<file path="config.mk">
export PLATFORM = sky130hd
export DESIGN_NAME = shift_chain_loader
export DESIGN_NICKNAME = d
export VERILOG_FILES = /design/src/rtl/shift_chain_loader_pkg.sv /design/src/rtl/shift_chain_loader_shift_serializer.sv /design/src/rtl/shift_chain_loader.sv
export SDC_FILE = /design/constraint.sdc
export NUM_CORES = 1
export LEC_CHECK = 0
export BUFFER_PORTS_ARGS = -buffer_cell sky130_fd_sc_hd__buf_4
export CORE_ASPECT_RATIO = 0.9
export CORE_MARGIN = 3
export CORE_UTILIZATION = 47
export DETAILED_ROUTE_END_ITERATION = 6
export GPL_TIMING_DRIVEN = 0
export PLACE_DENSITY_LB_ADDON = 0.1
export REMOVE_ABC_BUFFERS = 1
export SYNTH_ARGS = -nofsm -noshare
export SYNTH_HDL_FRONTEND = slang
export SYNTH_SLANG_ARGS = --single-unit
</file>
<file path="constraint.sdc">
create_clock -name clock -period 2.4 [get_ports clock]
set_clock_uncertainty 0.05 [all_clocks]
set_input_delay 0 -clock clock [delete_from_list [all_inputs] [get_ports clock]]
set_output_delay 0 -clock clock [all_outputs]
set_load 0.02 [all_outputs]
</file>
<file path="src/rtl/shift_chain_loader_pkg.sv">
// Shared definitions for the host-driven configuration shift-chain loader.
// Covers the FSM state encoding and the protocol byte constants.
package shift_chain_loader_pkg;

  localparam int         BITS_PER_BYTE = 8;
  localparam logic [7:0] CMD_LOAD      = 8'h4C;
  localparam logic [7:0] ACK_CHAR      = 8'h4B;
  localparam logic [7:0] ECHO_DUMMY    = 8'h41;

  typedef enum logic [2:0] {
    ST_IDLE      = 3'd0,
    ST_LEN_LO    = 3'd1,
    ST_LEN_HI    = 3'd2,
    ST_DATA_WAIT = 3'd3,
    ST_SHIFT     = 3'd4,
    ST_ECHO      = 3'd5,
    ST_ACK       = 3'd6
  } state_t;

endpackage

</file>
<file path="src/rtl/shift_chain_loader_shift_serializer.sv">
// Serialises one byte into the chain LSB first while capturing the bits that fall out.
// With SHIFT_READBACK_EN undefined, no capture register is built and a dummy byte is returned.
module shift_chain_loader_shift_serializer
  import shift_chain_loader_pkg::*;
(
  input  logic       clock,
  input  logic       reset,
  input  logic       load,
  input  logic [7:0] data_in,
  input  logic       start,
  input  logic       tail,
  output logic       head,
  output logic       enable,
  output logic       done,
  output logic [7:0] captured
);

  logic [7:0] r_sr;
  logic [2:0] r_bit_cnt;
  logic       r_enable;

  assign head   = r_sr[0];
  assign enable = r_enable;
  // done marks the last of the eight shift cycles, so the owner can leave SHIFT on that edge
  assign done   = r_enable && (r_bit_cnt == 3'(BITS_PER_BYTE - 1));

  always_ff @(posedge clock or posedge reset) begin
    if (reset) begin
      r_sr      <= 8'h00;
      r_bit_cnt <= 3'd0;
      r_enable  <= 1'b0;
    end else begin
      if (load) begin
        r_sr      <= data_in;
        r_bit_cnt <= 3'd0;
      end else if (r_enable) begin
        r_sr      <= {1'b0, r_sr[7:1]};
        r_bit_cnt <= r_bit_cnt + 3'd1;
      end
      if (start) begin
        r_enable <= 1'b1;
      end else if (done) begin
        r_enable <= 1'b0;
      end
    end
  end

`ifdef SHIFT_READBACK_EN
  logic [7:0] r_capture;

  // The tail bit seen during a shift cycle is the one present before that shift
  always_ff @(posedge clock or posedge reset) begin
    if (reset) begin
      r_capture <= 8'h00;
    end else if (r_enable) begin
      r_capture[r_bit_cnt] <= tail;
    end
  end

  assign captured = r_capture;
`else
  logic w_unused_tail;

  assign w_unused_tail = tail;
  assign captured      = ECHO_DUMMY;
`endif

endmodule

</file>
<file path="src/rtl/shift_chain_loader.sv">
// Host-driven loader: takes "L", a 16-bit length and payload bytes from the UART and shifts them into the chain.
// Each byte is echoed (captured tail byte with SHIFT_READBACK_EN, otherwise "A"), then "K" ends the load.
module shift_chain_loader
  import shift_chain_loader_pkg::*;
#(
  parameter int COUNT_W = 16
) (
  input  logic       clock,
  input  logic       reset,
  input  logic       in_valid,
  input  logic [7:0] in_data,
  input  logic       ready,
  output logic       out_valid,
  output logic [7:0] out_data,
  output logic       shift_head,
  input  logic       shift_tail,
  output logic       shift_enable,
  output logic       busy,
  output logic       overrun
);

  state_t             r_state;
  logic [COUNT_W-1:0] r_count;
  logic [7:0]         r_len_lo;
  logic               r_out_valid;
  logic [7:0]         r_out_data;
  logic               r_busy;
  logic               r_overrun;

  logic               w_accept;
  logic               w_done;
  logic [7:0]         w_captured;
  logic [COUNT_W-1:0] w_len;
  logic [COUNT_W-1:0] w_count_dec;

  assign w_accept    = in_valid && (r_state == ST_DATA_WAIT);
  assign w_len       = COUNT_W'({in_data, r_len_lo});
  assign w_count_dec = (r_count == {COUNT_W{1'b0}}) ? {COUNT_W{1'b0}} : (r_count - COUNT_W'(1));

  shift_chain_loader_shift_serializer u_ser (
    .clock    (clock),
    .reset    (reset),
    .load     (w_accept),
    .data_in  (in_data),
    .start    (w_accept),
    .tail     (shift_tail),
    .head     (shift_head),
    .enable   (shift_enable),
    .done     (w_done),
    .captured (w_captured)
  );

  always_ff @(posedge clock or posedge reset) begin
    if (reset) begin
      r_state     <= ST_IDLE;
      r_count     <= {COUNT_W{1'b0}};
      r_len_lo    <= 8'h00;
      r_out_valid <= 1'b0;
      r_out_data  <= 8'h00;
      r_busy      <= 1'b0;
      r_overrun   <= 1'b0;
    end else begin
      r_out_valid <= 1'b0;
      if (in_valid && (r_state inside {ST_SHIFT, ST_ECHO, ST_ACK})) begin
        r_overrun <= 1'b1;
      end
      case (r_state)
        ST_IDLE: begin
          if (in_valid && (in_data == CMD_LOAD)) begin
            r_state <= ST_LEN_LO;
            r_busy  <= 1'b1;
          end
        end
        ST_LEN_LO: begin
          if (in_valid) begin
            r_len_lo <= in_data;
            r_state  <= ST_LEN_HI;
          end
        end
        ST_LEN_HI: begin
          if (in_valid) begin
            r_count <= w_len;
            r_state <= (w_len == {COUNT_W{1'b0}}) ? ST_ACK : ST_DATA_WAIT;
          end
        end
        ST_DATA_WAIT: begin
          if (in_valid) begin
            r_state <= ST_SHIFT;
          end
        end
        ST_SHIFT: begin
          if (w_done) begin
            r_state <= ST_ECHO;
          end
        end
        // Gating on r_out_valid keeps the echo and "K" strobes from landing on adjacent cycles
        ST_ECHO: begin
          if (ready && !r_out_valid) begin
            r_out_valid <= 1'b1;
            r_out_data  <= w_captured;
            r_count     <= w_count_dec;
            r_state     <= (w_count_dec == {COUNT_W{1'b0}}) ? ST_ACK : ST_DATA_WAIT;
          end
        end
        ST_ACK: begin
          if (ready && !r_out_valid) begin
            r_out_valid <= 1'b1;
            r_out_data  <= ACK_CHAR;
            r_state     <= ST_IDLE;
            r_busy      <= 1'b0;
          end
        end
        default: begin
          r_state <= ST_IDLE;
          r_busy  <= 1'b0;
        end
      endcase
    end
  end

  assign out_valid = r_out_valid;
  assign out_data  = r_out_data;
  assign busy      = r_busy;
  assign overrun   = r_overrun;

endmodule

</file>
==> run_results.csv, run 1 <==
group,metric,value,unit
status,status,"finished clean",
floorplan,initial_core_util,0.495,
cells_and_area,final_nets,334,
setup_path,path_max_fanout,9,
setup_path,timing.rr.end,"r_state[2]$_DFFE_PP0P_",
global_route,antenna_found_initial,0,
routing,drt_iter0_markers,227,
cells_and_area,syn_to_final_growth,16.4,%
global_route,grt_pass1_vias,2179,
floorplan,rows,25,
yosys,synth_top_area_share,0.413,
placement,dp_hpwl,4.52,mm
sta,grt_setup_unrepaired,"false",
placement,place.gp.congestion,0.922,
setup_path,critical_path_arrival,2.49,ns
clocking,cts_root_buffer,"clkbuf_8",
sta,worst_slew_pin_slew,1.12,ns
floorplan,io_pins,26,
setup_path,reg2reg_setup_slack,0.08,ns
routing,wirelength,6.63,mm
setup_path,worstSetupEndpointType,"flip-flop",
cells_and_area,final-instance-count-excl-fill,386,
routing,drc,0,
sta,fin_crit_sh,0.966,
yosys,ys_ff_latch,44,
clocking,htree_num_levels,2,
cells_and_area,diodes,0,
setup_path,cp_data_required_time,2.57,ns
setup_path,worst-path-stages,5,
floorplan,die_area,6610,um2
global_route,grt_pass1_wl,11.1,mm
routing,wl_met2,2.92,mm
yosys,ys_warn_count,0,
yosys,synth_cell_types,60,
yosys,seq_area_frac_synth,0.413,
yosys,synth_flop_cell,"dfrtp_1",
placement,port_buffers,20,
setup_path,cp_slowest_cell,"or4_4",
routing,wl_met1,3.17,mm
clocking,clk_path_buf_depth,2,
routing,top_layer,"met4",
global_route,grt_max_degree,32,
yosys,synthArstFlopShare,1.00,
job,cap_violations,0,
sta,post-route-min-period,2.32,ns
hold_path,hold_class,"in -> async",
cells_and_area,drive_above_1_share,0.197,
sta,setup_viol,0,
yosys,synth_edf_count,0,
setup_path,r2r_cells,5,
placement,dp.cells,363,
floorplan,die_height,77.4,um
routing,num_vias,2327,
sta,fin_setup_tns,0,ns
setup_path,crit_buf_inv,0,
setup_path,cp-start-kind,"flip-flop",
setup_path,cp_cell_sequence,"or4_4 -> o31ai_4 -> o211ai_1 -> or4_1 -> a211oi_2",
setup_path,cp_top_family,"simple AND/OR/NAND/NOR gates",
clocking,clk_latency,0.31,ns
clocking,cts_made_buffers,5,
yosys,post_synth_inst_count,294,
global_route,overflow,0,
sta,hold_viol_final,0,
sta,clock.fmax,431,MHz
routing,met3_length,467,um
routing,wl_per_cell,17.2,um
power_and_ir_drop,ir_drop,0.590,mV
sta,finalMaxSlewViolations,0,
setup_path,slowest_delay,0.63,ns
routing,ant_nets,0,
clocking,clkTransAtPathRegs,0.10,ns
clocking,cts.sinks,44,
setup_path,reg2reg_from,"r_count[2]$_DFFE_PP0P_",
setup_path,crit_end,"r_state[2]$_DFFE_PP0P_",
sta,maxSlewHeadroom,0.250,
yosys,avgSynthCellArea,9.06,um2
setup_path,crit_type,"reg -> reg",
power_and_ir_drop,p_per_area,1190,nW/um2
routing,viasPerCell,6.03,
power_and_ir_drop,p_leak,1.34,nW
setup_path,crit_start,"r_count[2]$_DFFE_PP0P_",
routing,drt_pass1_iterations,4,
floorplan,die_w,85.4,um
yosys,synth_area_leader_cell,"dfrtp_1",
yosys,synthesis.area,2660,um2
global_route,grt_usage,0.210,
floorplan,core_area,5380,um2
yosys,synth_area_leaders,"dfrtp_1, o21ai_0, nand2_1",
clocking,cts_tree,"yes",
[power breakdown]
part	internal (mW)	leakage [nW]	switching [mW]	total, mW
sequential	1.08	0.528	0.486	1.56
clock	0.213	0.0452	0.300	0.512
combinational	0.761	0.766	0.849	1.61
[worst min-delay path, delay by kind of cell]
| kind | cells | cell delay [ns] |
|---|---|---|
| buffers and inverters | 3 | 0.92 |
[worst min-delay path by stage]
| stage | depth (start not counted) | slack [ns] | endpoint | from |
|---|---|---|---|---|
| 2_1_floorplan | 2 | 0.06 | u_ser.r_sr[7]$_DFFE_PP0P_ | in_data[7] |
| 3_3_place_gp | 3 | 0.19 | u_ser.r_sr[7]$_DFFE_PP0P_ | in_data[7] |
| 3_5_place_dp | 2 | -0.06 | out_data[0]$_DFFE_PP0P_ | reset |
| 4_1_cts | 3 | 0.17 | r_count[3]$_DFFE_PP0P_ | reset |
| 5_1_grt | 3 | 0.18 | out_data[0]$_DFFE_PP0P_ | reset |
| 6_report | 3 | 0.15 | out_data[0]$_DFFE_PP0P_ | reset |
[placed cells by master (no fill, tap or decap), drive strengths merged, types with 3 or more instances in the layout]
master       count
a21o             4
a21oi           17
a22o             3
a22oi            6
a31oi            3
and3b            3
buf             27
clkbuf           5
conb             4
dfrtp           44
dlygate4sd3     10
ha               3
inv             16
mux2             8
mux2i            9
nand2           29
nand3            4
nand4            5
nor2            25
nor3             8
nor4             5
o211ai           3
o21ai           26
o22ai            3
o2bb2ai          3
o41ai            3
or4              5
xnor2            5
[flip-flops by register name, indices dropped and copies added (netlist names)]
signal,flops
r_state,3
r_len_lo,8
r_count,16
overrun,1
busy,1
out_valid,1
u_ser.enable,1
out_data,2
u_ser.r_sr,8
u_ser.r_bit_cnt,3
[cell usage after synthesis (all sizes together), types with 2 or more instances]
cell and number:
a31o 2, clkbuf 14, a22o 3, or3 2, or4 5, a21o 4
and3 2, a221oi 2, a31oi 3, nor2b 2, a311oi 2, or2 2
and3b 3, o31a 2, ha 3, o211ai 3, nor2 25, nor3 8
o22ai 3, buf 9, mux2i 9, nor4 5, nand3 4, a211oi 2
inv 14, nand4 5, mux2 8, a22oi 6, xnor2 5, o31ai 2
dfrtp 44, o2bb2ai 3, o21ai 26, a21oi 17, nand2 29, o41ai 3
[through the flow]
step                      setup slack (ns)  hold WS (ns)  utilization  cell area (um2)  total power [mW]
after global routing                0.0180         0.183        0.576             3100              3.99
final                               0.0821         0.154        0.576             3100              3.68
after floorplan                      0.112        0.0554            -             2560              2.57
after CTS                          0.00221         0.171        0.566             3040              3.62
after global placement              -0.419         0.194        0.519             2790              3.01
after detailed placement            -0.271       -0.0597        0.526             2830              3.07
[metal layers]
metal  GRT usage  vias up
li1            -     1120
met1       0.317     1123
met2       0.312       77
met3      0.0318        7
met4      0.0538        0
met5           0        -
[what timing repair did]
action,in CTS,in global routing
setup endpoints to repair,13,18
hold endpoints to repair,62,0
setup buffers,0,5
gates resized for setup,5,4
hold buffers,10,0
pin swaps,1,2
cloned,0,0
[cell families (layout without fill, tap and decap cells)]
logic type	count (synthesis)	count (layout)	synth area share
and+or+nand+nor	99	99	0.197
AOI/OAI and AO/OA	88	88	0.226
DFF	44	44	0.413
buffers and inverters	37	59	0.0639
muxes	17	17	0.0676
xor gates and xnor gates	5	5	0.0164
adders and majority gates	3	3	0.0141
other	1	4	0.00141
[layout make-up]
| cell class | count | area, um2 |
|---|---|---|
| fill | 488 | 2280 |
| multi-input combinational | 216 | 1440 |
| sequential | 44 | 1100 |
| timing repair buffer | 37 | 323 |
| tap | 67 | 83.8 |
| clock buffer | 5 | 68.8 |
| inverter | 14 | 52.6 |
| clock inverter | 3 | 25.0 |
Note: power is estimated with default switching activity, not from simulation.
==> run 2, diff against run 1 <==
--- a/config.mk
+++ b/config.mk
@@ -6,7 +6,7 @@
 export NUM_CORES = 1
 export LEC_CHECK = 0
 export BUFFER_PORTS_ARGS = -buffer_cell sky130_fd_sc_hd__buf_4
-export CORE_ASPECT_RATIO = 0.9
+export CORE_ASPECT_RATIO = 1.25
 export CORE_MARGIN = 3
 export CORE_UTILIZATION = 47
 export DETAILED_ROUTE_END_ITERATION = 6
==> run_results.csv, run 2 (synthesis gave the netlist of run 1 again) <==
group,metric,value,unit
cells_and_area,fin_area,3100,um2
sta,hold_viol_final,0,
placement,port_buffers,20,
cells_and_area,seq_area,1100,um2
clocking,cts_root_buffer,"clkbuf_8",
power_and_ir_drop,ir_drop,0.524,mV
setup_path,worstSetupEndpointType,"flip-flop",
routing,drt_iter0_markers,101,
placement,pre_cts_slack,-0.244,ns
clocking,cts.sinks,44,
power_and_ir_drop,p_leak,1.34,nW
cells_and_area,diodes,0,
job,cap_violations,0,
power_and_ir_drop,p_per_area,1210,nW/um2
setup_path,critical_path_arrival,2.42,ns
routing,viasPerCell,6.07,
placement,place.gp.congestion,0.892,
floorplan,io_pins,26,
placement,postPlaceCellArea,2810,um2
sta,worst_slew_pin_slew,1.21,ns
placement,dp_hpwl,4.59,mm
setup_path,cp_data_required_time,2.53,ns
cells_and_area,syn_to_final_growth,16.4,%
floorplan,core_area,5440,um2
cells_and_area,final-instance-count-excl-fill,380,
cells_and_area,largest_reg_flops,16,
routing,ant_nets,0,
clocking,clk_path_buf_depth,2,
global_route,overflow,0,
setup_path,reg2reg_from,"r_count[2]$_DFFE_PP0P_",
setup_path,cp-start-kind,"flip-flop",
sta,layout_setup_ws,0.113,ns
floorplan,die_area,6610,um2
cells_and_area,multi_input_comb_area,1450,um2
sta,setup_viol,0,
routing,wl_per_cell,17.3,um
floorplan,rows,30,
status,status,"finished clean",
setup_path,crit_type,"reg -> reg",
global_route,grt_max_degree,34,
global_route,grt_pass1_vias,2254,
floorplan,die_height,90.2,um
placement,dp.cells,359,
global_route,grt_pass1_wl,11.0,mm
sta,fin_setup_tns,0,ns
clocking,htree_num_levels,2,
cells_and_area,mostFrequentLayoutCells,"dfrtp_1, nand2_1, o21ai_0",
clocking,cts_made_buffers,5,
floorplan,die_w,73.3,um
sta,clock.fmax,437,MHz
routing,drt_pass1_iterations,4,
routing,drc,0,
cells_and_area,final_nets,331,
sta,fin_crit_sh,0.953,
cells_and_area,top_regs,"r_count (16), r_len_lo (8), u_ser.r_sr (8)",
sta,post-route-min-period,2.29,ns
cells_and_area,layout_commonest_cell,"dfrtp_1",
sta,maxSlewHeadroom,0.186,
floorplan,initial_core_util,0.489,
global_route,antenna_found_initial,0,
setup_path,crit_start,"r_count[2]$_DFFE_PP0P_",
cells_and_area,drive_above_1_share,0.190,
sta,holdWs,0.142,ns
routing,num_vias,2305,
global_route,grt_usage,0.211,
cells_and_area,fillCellCount,520,
cells_and_area,fin_util,0.570,
setup_path,path_max_fanout,9,
hold_path,hold_class,"in -> async",
clocking,clk_latency,0.30,ns
clocking,cts_tree,"yes",
power_and_ir_drop,power,3.75,mW
clocking,clkTransAtPathRegs,0.09,ns
routing,wirelength,6.56,mm
cells_and_area,largest-register,"r_count",
sta,finalMaxSlewViolations,0,
[run 2: cell count changes in the layout (fill, tap and decap cells not counted), sizes merged]
cell	change
buf	-3
inv	-2
bufinv	+1
clkbuf	+1
clkinv	+1
clkinvlp	-1
[run 2: layout make-up]
type / instances / area share
timing repair buffer: 34 / 0.0944
sequential: 44 / 0.356
inverter: 14 / 0.0169
clock buffer: 6 / 0.0266
multi-input combinational: 216 / 0.468
clock inverter: 2 / 0.0125
tap: 64 / 0.0258
[run 2: power by group]
part,switching (mW),internal (mW)
combinational,0.828,0.738
sequential,0.502,1.08
clock,0.263,0.341
total,1.59,2.15
[run 2: critical path: stages (launching register included)]
cell and delay (ns):
dfrtp_1 0.50, or4_4 0.63, nor4_4 0.31, buf_4 0.19, a21o_4 0.18, o41ai_1 0.09
a22o_1 0.24
[run 2: routing by layer]
layer	GRT usage	wire length (um)	part of all wire
met5	0	0	0
met4	0.0846	148	0.023
met3	0.0336	271	0.041
met2	0.354	3420	0.52
met1	0.265	2730	0.42
[run 2: final timing paths]
path | end | slack [ns] | depth (start not counted)
min in group clock | out_valid$_DFF_PP0_ | 0.26 | 4
worst min register to register | overrun$_DFFE_PP0P_ | 0.43 | 1
worst max-delay path | r_count[3]$_DFFE_PP0P_ | 0.11 | 6
worst min-delay path | r_state[1]$_DFFE_PP0P_ | 0.14 | 3
worst max register to register | r_count[3]$_DFFE_PP0P_ | 0.11 | 6
max in group asynchronous | r_state[2]$_DFFE_PP0P_ | 1.69 | 4
[run 2: repair_timing]
item | in CTS | in global routing
endpoints found under the setup margin | 12 | 17
resized for setup | 5 | 5
buffers inserted | 0 | 3
hold endpoints to repair | 62 | 0
pin swaps | 1 | 2
hold buffers | 10 | 0
==> run 3, diff against run 2 <==
--- a/config.mk
+++ b/config.mk
@@ -12,7 +12,6 @@
 export DETAILED_ROUTE_END_ITERATION = 6
 export GPL_TIMING_DRIVEN = 0
 export PLACE_DENSITY_LB_ADDON = 0.1
-export REMOVE_ABC_BUFFERS = 1
 export SYNTH_ARGS = -nofsm -noshare
 export SYNTH_HDL_FRONTEND = slang
 export SYNTH_SLANG_ARGS = --single-unit
==> run_results.csv, run 3 (synthesis gave the netlist of run 1 again) <==
group,metric,value,unit
cells_and_area,fillCellCount,485,
global_route,grt_pass1_wl,11.7,mm
power_and_ir_drop,intPower,2.20,mW
clocking,cts.sinks,44,
sta,setup_viol,0,
routing,drt_iter0_markers,226,
floorplan,io_pins,26,
sta,finalMaxSlewViolations,0,
cells_and_area,diodes,0,
cells_and_area,multi_input_comb_area,1430,um2
cells_and_area,drive_above_1_share,0.201,
routing,drc,0,
floorplan,initial_core_util,0.489,
clocking,cts_tree,"yes",
floorplan,die_area,6610,um2
clocking,clkTransAtPathRegs,0.09,ns
cells_and_area,seq_area,1100,um2
power_and_ir_drop,ir_drop,0.614,mV
sta,holdWs,0.216,ns
setup_path,r2r_cells,6,
routing,wl_met1,3.02,mm
routing,drt_pass1_iterations,5,
setup_path,slowest_delay,0.61,ns
global_route,grt_usage,0.226,
routing,wl_per_cell,17.2,um
global_route,grt_pass1_vias,2365,
cells_and_area,top_regs,"r_count (16), r_len_lo (8), u_ser.r_sr (8)",
sta,hold_viol_final,0,
sta,fin_setup_tns,0,ns
global_route,overflow,0,
clocking,cts_root_buffer,"clkbuf_8",
cells_and_area,fin_util,0.586,
cells_and_area,layout_commonest_cell,"dfrtp_1",
placement,place.gp.congestion,0.884,
cells_and_area,syn_to_final_growth,19.8,%
setup_path,cp_data_required_time,2.54,ns
status,status,"finished clean",
setup_path,reg2reg_from,"r_count[6]$_DFFE_PP0P_",
routing,ant_nets,0,
global_route,antenna_found_initial,0,
placement,dp_hpwl,4.91,mm
power_and_ir_drop,p_per_area,1200,nW/um2
job,cap_violations,0,
power_and_ir_drop,power.switching,1.65,mW
sta,clock.fmax,441,MHz
clocking,clk_latency,0.31,ns
setup_path,path_max_fanout,9,
setup_path,timing.rr.end,"r_count[3]$_DFFE_PP0P_",
global_route,grt_max_degree,26,
clocking,cts_made_buffers,5,
cells_and_area,largest_reg_flops,16,
power_and_ir_drop,power,3.85,mW
routing,top_layer,"met4",
floorplan,die_height,90.2,um
clocking,clk_path_buf_depth,2,
sta,maxSlewHeadroom,0.206,
setup_path,crit_type,"reg -> reg",
cells_and_area,largest-register,"r_count",
hold_path,hold_class,"in -> async",
floorplan,die_w,73.3,um
power_and_ir_drop,p_sw_frac,0.429,
floorplan,rows,30,
setup_path,cp-start-kind,"flip-flop",
setup_path,cp_slowest_cell,"or4_4",
sta,fin_crit_sh,0.946,
power_and_ir_drop,clkPwrFrac,0.154,
sta,worst_slew_pin_slew,1.18,ns
routing,wirelength,6.92,mm
routing,viasPerCell,6.05,
cells_and_area,mostFrequentLayoutCells,"dfrtp_1, buf_4, nand2_1",
floorplan,core_area,5440,um2
placement,port_buffers,20,
power_and_ir_drop,p_comb_frac,0.472,
routing,wl_met2,3.36,mm
cells_and_area,final_nets,353,
placement,pre_cts_slack,-0.216,ns
routing,num_vias,2433,
setup_path,worstSetupEndpointType,"flip-flop",
clocking,htree_num_levels,2,
routing,met3_length,260,um
sta,post-route-min-period,2.27,ns
setup_path,critical_path_arrival,2.41,ns
power_and_ir_drop,p_leak,1.39,nW
setup_path,cp_cell_sequence,"or4_4 -> nor4_4 -> buf_4 -> a21o_4 -> o41ai_1 -> a22o_1",
power_and_ir_drop,seqPwrFrac,0.374,
sta,layout_setup_ws,0.130,ns
setup_path,reg2reg_setup_slack,0.13,ns
run 3: how the worst max path moves through the flow:
stage	startpoint	slack, ns	cells past startpoint	to
2_1_floorplan	r_count[2]$_DFFE_PP0P_	0.09	6	r_state[2]$_DFFE_PP0P_
3_3_place_gp	r_count[2]$_DFFE_PP0P_	-0.22	6	r_state[2]$_DFFE_PP0P_
3_5_place_dp	r_count[2]$_DFFE_PP0P_	-0.22	6	r_state[2]$_DFFE_PP0P_
4_1_cts	r_state[1]$_DFFE_PP0P_	0.01	6	r_count[4]$_DFFE_PP0P_
5_1_grt	r_count[6]$_DFFE_PP0P_	-0.01	6	r_count[3]$_DFFE_PP0P_
6_report	r_count[6]$_DFFE_PP0P_	0.13	6	r_count[3]$_DFFE_PP0P_
run 3: per-stage QoR:
stage               cell area (um2)  cells
detailed placement             2930    382
finish                         3190    402
global placement               2910    381
CTS                            3150    399
global route                   3190    402
floorplan                      2680    297
run 3: timing repair:
action | in CTS | in global routing
pin swaps | 0 | 2
endpoints found under the setup margin | 10 | 16
resized for setup | 2 | 7
endpoints found under the hold margin | 38 | 0
buffers inserted | 0 | 3
hold buffers | 10 | 0
run 3: worst max-delay path: cells and delay by family, from the launching register on:
kind | cells | cell delay [ns]
and+or+nand+nor | 2 | 0.94
buffers and inverters | 1 | 0.18
DFF | 1 | 0.49
AOI/OAI and AO/OA | 3 | 0.49
run 3: area by class of cell:
type | count | area share
plain buffers | 22 | 0.0365
repair buffers | 34 | 0.0917
multi-input cells | 216 | 0.449
inverters | 14 | 0.0165
clock buffers | 5 | 0.0216
clock inverters | 3 | 0.0145
well taps | 64 | 0.0251
flip-flops and latches | 44 | 0.345
run 3: power by group through the flow:
stage / registers, mW / logic [mW] / clock network, mW
global placement: 1.42 / 1.70 / 0
CTS: 1.42 / 1.76 / 0.603
floorplan: 1.36 / 1.29 / 0
global route: 1.48 / 2.04 / 0.637
detailed placement: 1.43 / 1.72 / 0
finish: 1.44 / 1.82 / 0.591
run 3: metal layers:
| metal | GRT usage | vias up |
|---|---|---|
| li1 | - | 1158 |
| met4 | 0.113 | 0 |
| met3 | 0.0403 | 26 |
| met2 | 0.366 | 86 |
| met5 | 0 | - |
| met1 | 0.282 | 1163 |
